**src/rtl/sdram_arb_pkg.sv**
```systemverilog
// Shared op codes, FSM encoding and the latched-command record for the SDRAM arbiter.
package sdram_arb_pkg;

    localparam int unsigned LINE_W = 9;

    // Command op codes as seen on o_cmd_op
    localparam logic [1:0] OP_NONE    = 2'b00;
    localparam logic [1:0] OP_WRITE   = 2'b01;
    localparam logic [1:0] OP_READ    = 2'b10;
    localparam logic [1:0] OP_REFRESH = 2'b11;

    // Arbiter FSM encoding
    localparam logic [1:0] ST_IDLE      = 2'b00;
    localparam logic [1:0] ST_ISSUE     = 2'b01;
    localparam logic [1:0] ST_WAIT_DONE = 2'b10;

    typedef struct packed {
        logic [1:0]        op;
        logic [LINE_W-1:0] line;
    } cmd_t;

    // clog2 that never yields a zero-width vector
    function automatic int unsigned clog2_min1(input int unsigned v);
        return (v <= 1) ? 1 : $clog2(v);
    endfunction

endpackage

```
**src/rtl/sdram_refresh_timer.sv**
```systemverilog
// Free-running refresh interval timer with a pending flag and a sticky overrun flag.
module sdram_refresh_timer
    import sdram_arb_pkg::*;
#(
    parameter int unsigned REFRESH_CYCLES = 1037
) (
    input  logic i_clk,
    input  logic i_reset,
    input  logic i_ref_clear,
    output logic o_ref_pending,
    output logic o_ref_overrun
);

    localparam int unsigned CNT_W = clog2_min1(REFRESH_CYCLES);
    localparam logic [CNT_W-1:0] RELOAD = CNT_W'(REFRESH_CYCLES - 1);

    logic [CNT_W-1:0] cnt_q, cnt_d;
    logic             pending_q, pending_d;
    logic             overrun_q, overrun_d;
    logic             tick;

    // Down-count, raise pending on expiry; a new expiry wins over a same-cycle clear
    always_comb begin
        tick      = (cnt_q == '0);
        cnt_d     = tick ? RELOAD : cnt_q - CNT_W'(1);
        pending_d = pending_q;
        overrun_d = overrun_q;
        if (tick) begin
            pending_d = 1'b1;
            if (pending_q && !i_ref_clear) begin
                overrun_d = 1'b1;
            end
        end else if (i_ref_clear) begin
            pending_d = 1'b0;
        end
    end

    // Timer state registers, synchronous reset
    always_ff @(posedge i_clk) begin
        if (i_reset) begin
            cnt_q     <= RELOAD;
            pending_q <= 1'b0;
            overrun_q <= 1'b0;
        end else begin
            cnt_q     <= cnt_d;
            pending_q <= pending_d;
            overrun_q <= overrun_d;
        end
    end

    assign o_ref_pending = pending_q;
    assign o_ref_overrun = overrun_q;

endmodule

```
**src/rtl/sdram_arb.sv**
```systemverilog
// Arbitrates refresh, line-read and line-write requests onto a single SDRAM command port.
module sdram_arb
    import sdram_arb_pkg::*;
#(
    parameter int unsigned REFRESH_CYCLES = 1037,
    parameter int unsigned MAX_WR_SKIP    = 2
) (
    input  logic              i_clk,
    input  logic              i_reset,
    input  logic              i_wr_req,
    input  logic [LINE_W-1:0] i_wr_line,
    output logic              o_wr_ack,
    input  logic              i_rd_req,
    input  logic [LINE_W-1:0] i_rd_line,
    output logic              o_rd_ack,
    output logic              o_cmd_valid,
    output logic [1:0]        o_cmd_op,
    output logic [LINE_W-1:0] o_cmd_line,
    input  logic              i_cmd_ready,
    input  logic              i_cmd_done,
    output logic              o_busy,
    output logic              o_ref_overrun
);

    localparam int unsigned SKIP_W = clog2_min1(MAX_WR_SKIP + 1);
    localparam logic [SKIP_W-1:0] SKIP_MAX = SKIP_W'(MAX_WR_SKIP);

    logic [1:0]        state_q, state_d;
    cmd_t              cmd_q, cmd_d;
    logic [SKIP_W-1:0] skip_q, skip_d;
    logic              wr_ack_q, wr_ack_d;
    logic              rd_ack_q, rd_ack_d;
    logic              ref_pending;
    logic              ref_clear;
    logic              wr_forced;

    sdram_refresh_timer #(
        .REFRESH_CYCLES (REFRESH_CYCLES)
    ) u_refresh_timer (
        .i_clk         (i_clk),
        .i_reset       (i_reset),
        .i_ref_clear   (ref_clear),
        .o_ref_pending (ref_pending),
        .o_ref_overrun (o_ref_overrun)
    );

    // A waiting write overtakes reads once it has been passed over MAX_WR_SKIP times
    assign wr_forced = i_wr_req && (skip_q == SKIP_MAX);

    // Next-state: grant in IDLE, hold the offer in ISSUE, await completion in WAIT_DONE
    always_comb begin
        state_d   = state_q;
        cmd_d     = cmd_q;
        skip_d    = skip_q;
        wr_ack_d  = 1'b0;
        rd_ack_d  = 1'b0;
        ref_clear = 1'b0;
        case (state_q)
            ST_IDLE: begin
                if (ref_pending) begin
                    cmd_d.op   = OP_REFRESH;
                    cmd_d.line = '0;
                    state_d    = ST_ISSUE;
                end else if (i_rd_req && !wr_forced) begin
                    cmd_d.op   = OP_READ;
                    cmd_d.line = i_rd_line;
                    state_d    = ST_ISSUE;
                    if (i_wr_req && (skip_q != SKIP_MAX)) begin
                        skip_d = skip_q + SKIP_W'(1);
                    end
                end else if (i_wr_req) begin
                    cmd_d.op   = OP_WRITE;
                    cmd_d.line = i_wr_line;
                    state_d    = ST_ISSUE;
                    skip_d     = '0;
                end
            end
            ST_ISSUE: begin
                if (i_cmd_ready) begin
                    state_d = ST_WAIT_DONE;
                end
            end
            ST_WAIT_DONE: begin
                if (i_cmd_done) begin
                    state_d = ST_IDLE;
                    case (cmd_q.op)
                        OP_WRITE:   wr_ack_d  = 1'b1;
                        OP_READ:    rd_ack_d  = 1'b1;
                        OP_REFRESH: ref_clear = 1'b1;
                        default:    ;
                    endcase
                end
            end
            default: state_d = ST_IDLE;
        endcase
    end

    // Arbiter state registers; reset mid-command drops the command without an ack
    always_ff @(posedge i_clk) begin
        if (i_reset) begin
            state_q  <= ST_IDLE;
            cmd_q    <= '0;
            skip_q   <= '0;
            wr_ack_q <= 1'b0;
            rd_ack_q <= 1'b0;
        end else begin
            state_q  <= state_d;
            cmd_q    <= cmd_d;
            skip_q   <= skip_d;
            wr_ack_q <= wr_ack_d;
            rd_ack_q <= rd_ack_d;
        end
    end

    assign o_cmd_valid = (state_q == ST_ISSUE);
    assign o_cmd_op    = o_cmd_valid ? cmd_q.op : OP_NONE;
    assign o_cmd_line  = o_cmd_valid ? cmd_q.line : '0;
    assign o_busy      = (state_q != ST_IDLE);
    assign o_wr_ack    = wr_ack_q;
    assign o_rd_ack    = rd_ack_q;

endmodule

```
**config.mk**
```make
export PLATFORM = sky130hd
export DESIGN_NAME = sdram_arb
export DESIGN_NICKNAME = d
export VERILOG_FILES = /design/src/rtl/sdram_arb_pkg.sv /design/src/rtl/sdram_refresh_timer.sv /design/src/rtl/sdram_arb.sv
export SDC_FILE = /design/constraint.sdc
export NUM_CORES = 1
export LEC_CHECK = 0
export ABC_AREA = 0
export CORE_MARGIN = 1.5
export CORE_UTILIZATION = 47
export CTS_BUF_LIST = sky130_fd_sc_hd__clkbuf_8 sky130_fd_sc_hd__clkbuf_16
export DETAILED_ROUTE_END_ITERATION = 7
export PLACE_DENSITY = 0.78
export SYNTH_ARGS = -nofsm -noshare
export SYNTH_HDL_FRONTEND = slang
export SYNTH_SLANG_ARGS = --single-unit
```
**constraint.sdc**
```tcl
create_clock -name i_clk -period 2.1 [get_ports i_clk]
set_input_delay 0.42 -clock i_clk [delete_from_list [all_inputs] [get_ports i_clk]]
set_output_delay 0.42 -clock i_clk [all_outputs]
set_load 0.005 [all_outputs]
```
==> summary.md <==
| Metric | Value |
|---|---|
| Status | finished, final reports clean |
| CTS tree | yes |
| Slowest stage delay, CP | 0.49 ns |
| Fmax | between 400 and 500 MHz |
| R2R depth | 5 |
| Cell Pwr Density | approximately 650 mW/mm2 |
| Final #Nets | roughly 220 |
| CP Class | register to output pin |
| Layout Skew | 0.00385 ns |
| Final max-slew violation count | 0 |
| Crit path required time | between 1.5 and 2 ns |
| IR drop worst, VDD | about 0.58 mV |
| EDFF count, synth | 0 |
| Worst slack at placement | -0.00499 ns |
| Final setup viols | 0 |
| Routed wire length | about 3400 um |
| Fill cell count | between 200 and 300 |
| Leakage | 0.736 nW |
| Xor/xnor cell area share of the yosys netlist | about 1.2% |
| CP Launch Type | register |
| Synth-to-layout area growth | 36.6% |
| Setup Buffers After CTS | 0 |
| Syn_area_per_cell | 9.83 um2 |
| Initial antenna violation count | 0 |
| Largest family of logic cells by synthesized area | simple AND/OR/NAND/NOR gates |
| Post-CTS Hold Fix Bufs | 0 |
| Util after Layout | between 60% and 70% |
| Buf/Inv on CP | 2 |
| Distinct cells, synth | 40 |
| Multi-input logic area | 801 um2 |
| Hold Path Depth | 1 |
| Vias | ~1.3k |
| Die H | 59 um |
| RePlAce Congestion | approximately 0.8 |
| # Max-Cap Violations | 0 |
| Slew HR | about 65% |
| Largest net degree at the start of global routing | 21 |
| TritonRoute pass-1 iters | 4 |
| DIE WIDTH | just under 60 um |
| Worst-Margin Slew | approximately 0.52 ns |
| FP Rows | 20 |
| CP max-delay cell | clkdlybuf4s50_1 |
| Clock Path Buffers | 2 |
| Final period util | around 96% |
| Commonest cells post-synth | dfxtp_1, and2_1, nor2_1 |
| Crit path max-delay family | buffers and inverters |
| Count leader, synth | dfxtp_1 |
| All-Layer GR Usage | between 20% and 30% |
| Ratio of cells with drive above 1 in the final layout | 14.9% |
| Post-Synth Adder-Cell Area | between 2 and 3% |
| DRT iter0 DRCs | 31 |
| Post-synthesis mux area share | 0% |
| Vias in the first global route | around 1.3k |
| Htree depth | 2 |
| Drt via density | between 5 and 6 |
| CTS Buf Count | 5 |
| Clk sinks | 30 |
| Root Buffer | clkbuf_8 |
| Worst skew pair latency | 0.27 ns |
| Most used flip-flop cell after synthesis | dfxtp_1 |
| First-pass GRT wire length | between 5000 and 6000 um |
| GRT overflow | 0 |
| CP endpoint kind | output pin |
| Average wire per standard cell | 14.1 um |
| Post-synth ARST share | 0% |
| Min-delay worst type | register to register |
| Crit-path max FO | 12 |
| Synth Area in Compound Gates | 17.7% |
| Number of nets with antenna violations after routing | 0 |
| Syn_nets | roughly 180 |
| Post-synthesis cell type with the largest combined area | dfxtp_1 |
| Cells along the critical path | nor2b_4 -> buf_6 -> and2_1 -> clkdlybuf4s50_1 |
| Setup ws final | 0.0786 ns |
| Final worst path period need | 2.02 ns |
| Flops & latches, synth | 30 |
| Mapped Area | 0.00147 mm2 |
| Synth warn | 0 |
| Critical Path Stages | 4 |
| Cells after Synth | 150 |
| Full die area | between 0.003 and 0.004 mm2 |
| Sequential-to-total area share from yosys stat | between 40% and 50% |
| FF/Latch Area | roughly 600 um2 |
| IO Pins | 40 |
| RSZ-0062 raised after global routing | no |
| Port bufs | 39 |
| DP Wirelength | between 2000 and 2500 um |
| Synth Area in Simple Gates | between 30% and 40% |
| Drc violations | 0 |
| Synth area leaders | dfxtp_1, nor4b_2, a221o_1 |
| CTS clock-pin slew for the worst setup and hold paths | ~0.06 ns |
| Core Area | a little over 0.003 mm2 |
| Post-synth top area share | roughly two fifths |
| Final count of hold timing violations | 0 |
| N_diodes | 0 |
| Initial Utilization | ~49% |
| CP arrival | roughly 1.6 ns |
==> kinds of logic after synthesis <==
group           count (synthesis)
flops                          30
compound gates                 35
xor+xnor                        2
simple gates                   64
buf+inv                        16
fa+ha+maj                       3
==> power breakdown <==
part	switching [mW]	internal (mW)	leakage (nW)
Sequential	0.0375	0.610	0.246
Clock	0.200	0.218	0.0466
Combinational	0.105	0.145	0.443
==> layout by cell type, fill, tap and decap left out, types with 3 or more instances in the layout <==
cell type,synthesis,routed
clkdlybuf4s50_1,0,38
dfxtp_1,30,29
and2_1,11,11
inv_1,8,10
nor2_1,10,10
a21oi_1,9,9
a221o_1,9,9
nor4b_2,8,8
buf_4,0,6
clkbuf_8,0,5
nand2_1,4,4
or3_1,4,4
nor3_1,3,3
nor2b_1,4,3
o31ai_1,3,3
nor4b_1,3,3
o21ai_0,3,3
ha_1,3,3
==> registers in the layout, summed over array words and instances (netlist names) <==
name                           count
cmd_q                             11
o_wr_ack                           1
skip_q                             2
o_rd_ack                           1
u_refresh_timer.o_ref_overrun      1
state_q                            2
u_refresh_timer.cnt_q             11
u_refresh_timer.o_ref_pending      1
==> cell type report <==
| type | count | area share (%) |
|---|---|---|
| Clock buffer | 5 | 3.42 |
| Clock inverter | 2 | 0.373 |
| Inverter | 8 | 1.49 |
| Multi-Input combinational cell | 104 | 39.8 |
| Sequential cell | 30 | 29.9 |
| Tap cell | 44 | 2.73 |
| Timing Repair Buffer | 46 | 22.3 |
==> per-stage QoR <==
step	hold slack, ns	TNS, ns	std cells	power [mW]	area (um2)
after floorplan	0.426	0	150	0.792	1470
after global placement	0.442	0	232	0.893	1920
after detailed placement	0.463	-0.00499	232	0.906	1920
after CTS	0.477	0	239	1.33	2000
after global routing	0.487	0	239	1.39	2010
final	0.470	0	239	1.32	2010
==> layer usage <==
metal	wire, um	global-route usage (%)	up-vias
li1	-	-	652
met1	1460	24.5	619
met2	1710	37.6	37
met3	187	5.90	2
met4	12	7.79	0
met5	0	0	-
==> worst register-to-register path: stages (launching register included) <==
cell	delay [ns]
dfxtp_1	0.34
inv_1	0.09
ha_1	0.20
or3b_1	0.42
or4_1	0.42
a21oi_1	0.14
==> worst paths after layout <==
check / start / to / slack, ns
worst min register to register: u_refresh_timer.cnt_q[0]$_SDFF_PP0_ / u_refresh_timer.cnt_q[0]$_SDFF_PP0_ / 0.47
worst max register to register: u_refresh_timer.cnt_q[0]$_SDFF_PP0_ / u_refresh_timer.cnt_q[6]$_SDFF_PP0_ / 0.43
worst min-delay path: u_refresh_timer.cnt_q[0]$_SDFF_PP0_ / u_refresh_timer.cnt_q[0]$_SDFF_PP0_ / 0.47
worst max-delay path: state_q[0]$_SDFFE_PP0P_ / o_cmd_line[7] / 0.08
==> timing repair <==
item / CTS / global route
endpoints found under the setup margin: 11 / 11
resized for setup: 2 / 3
endpoints found under the hold margin: 0 / 0
(Power assumes the default switching activity.)
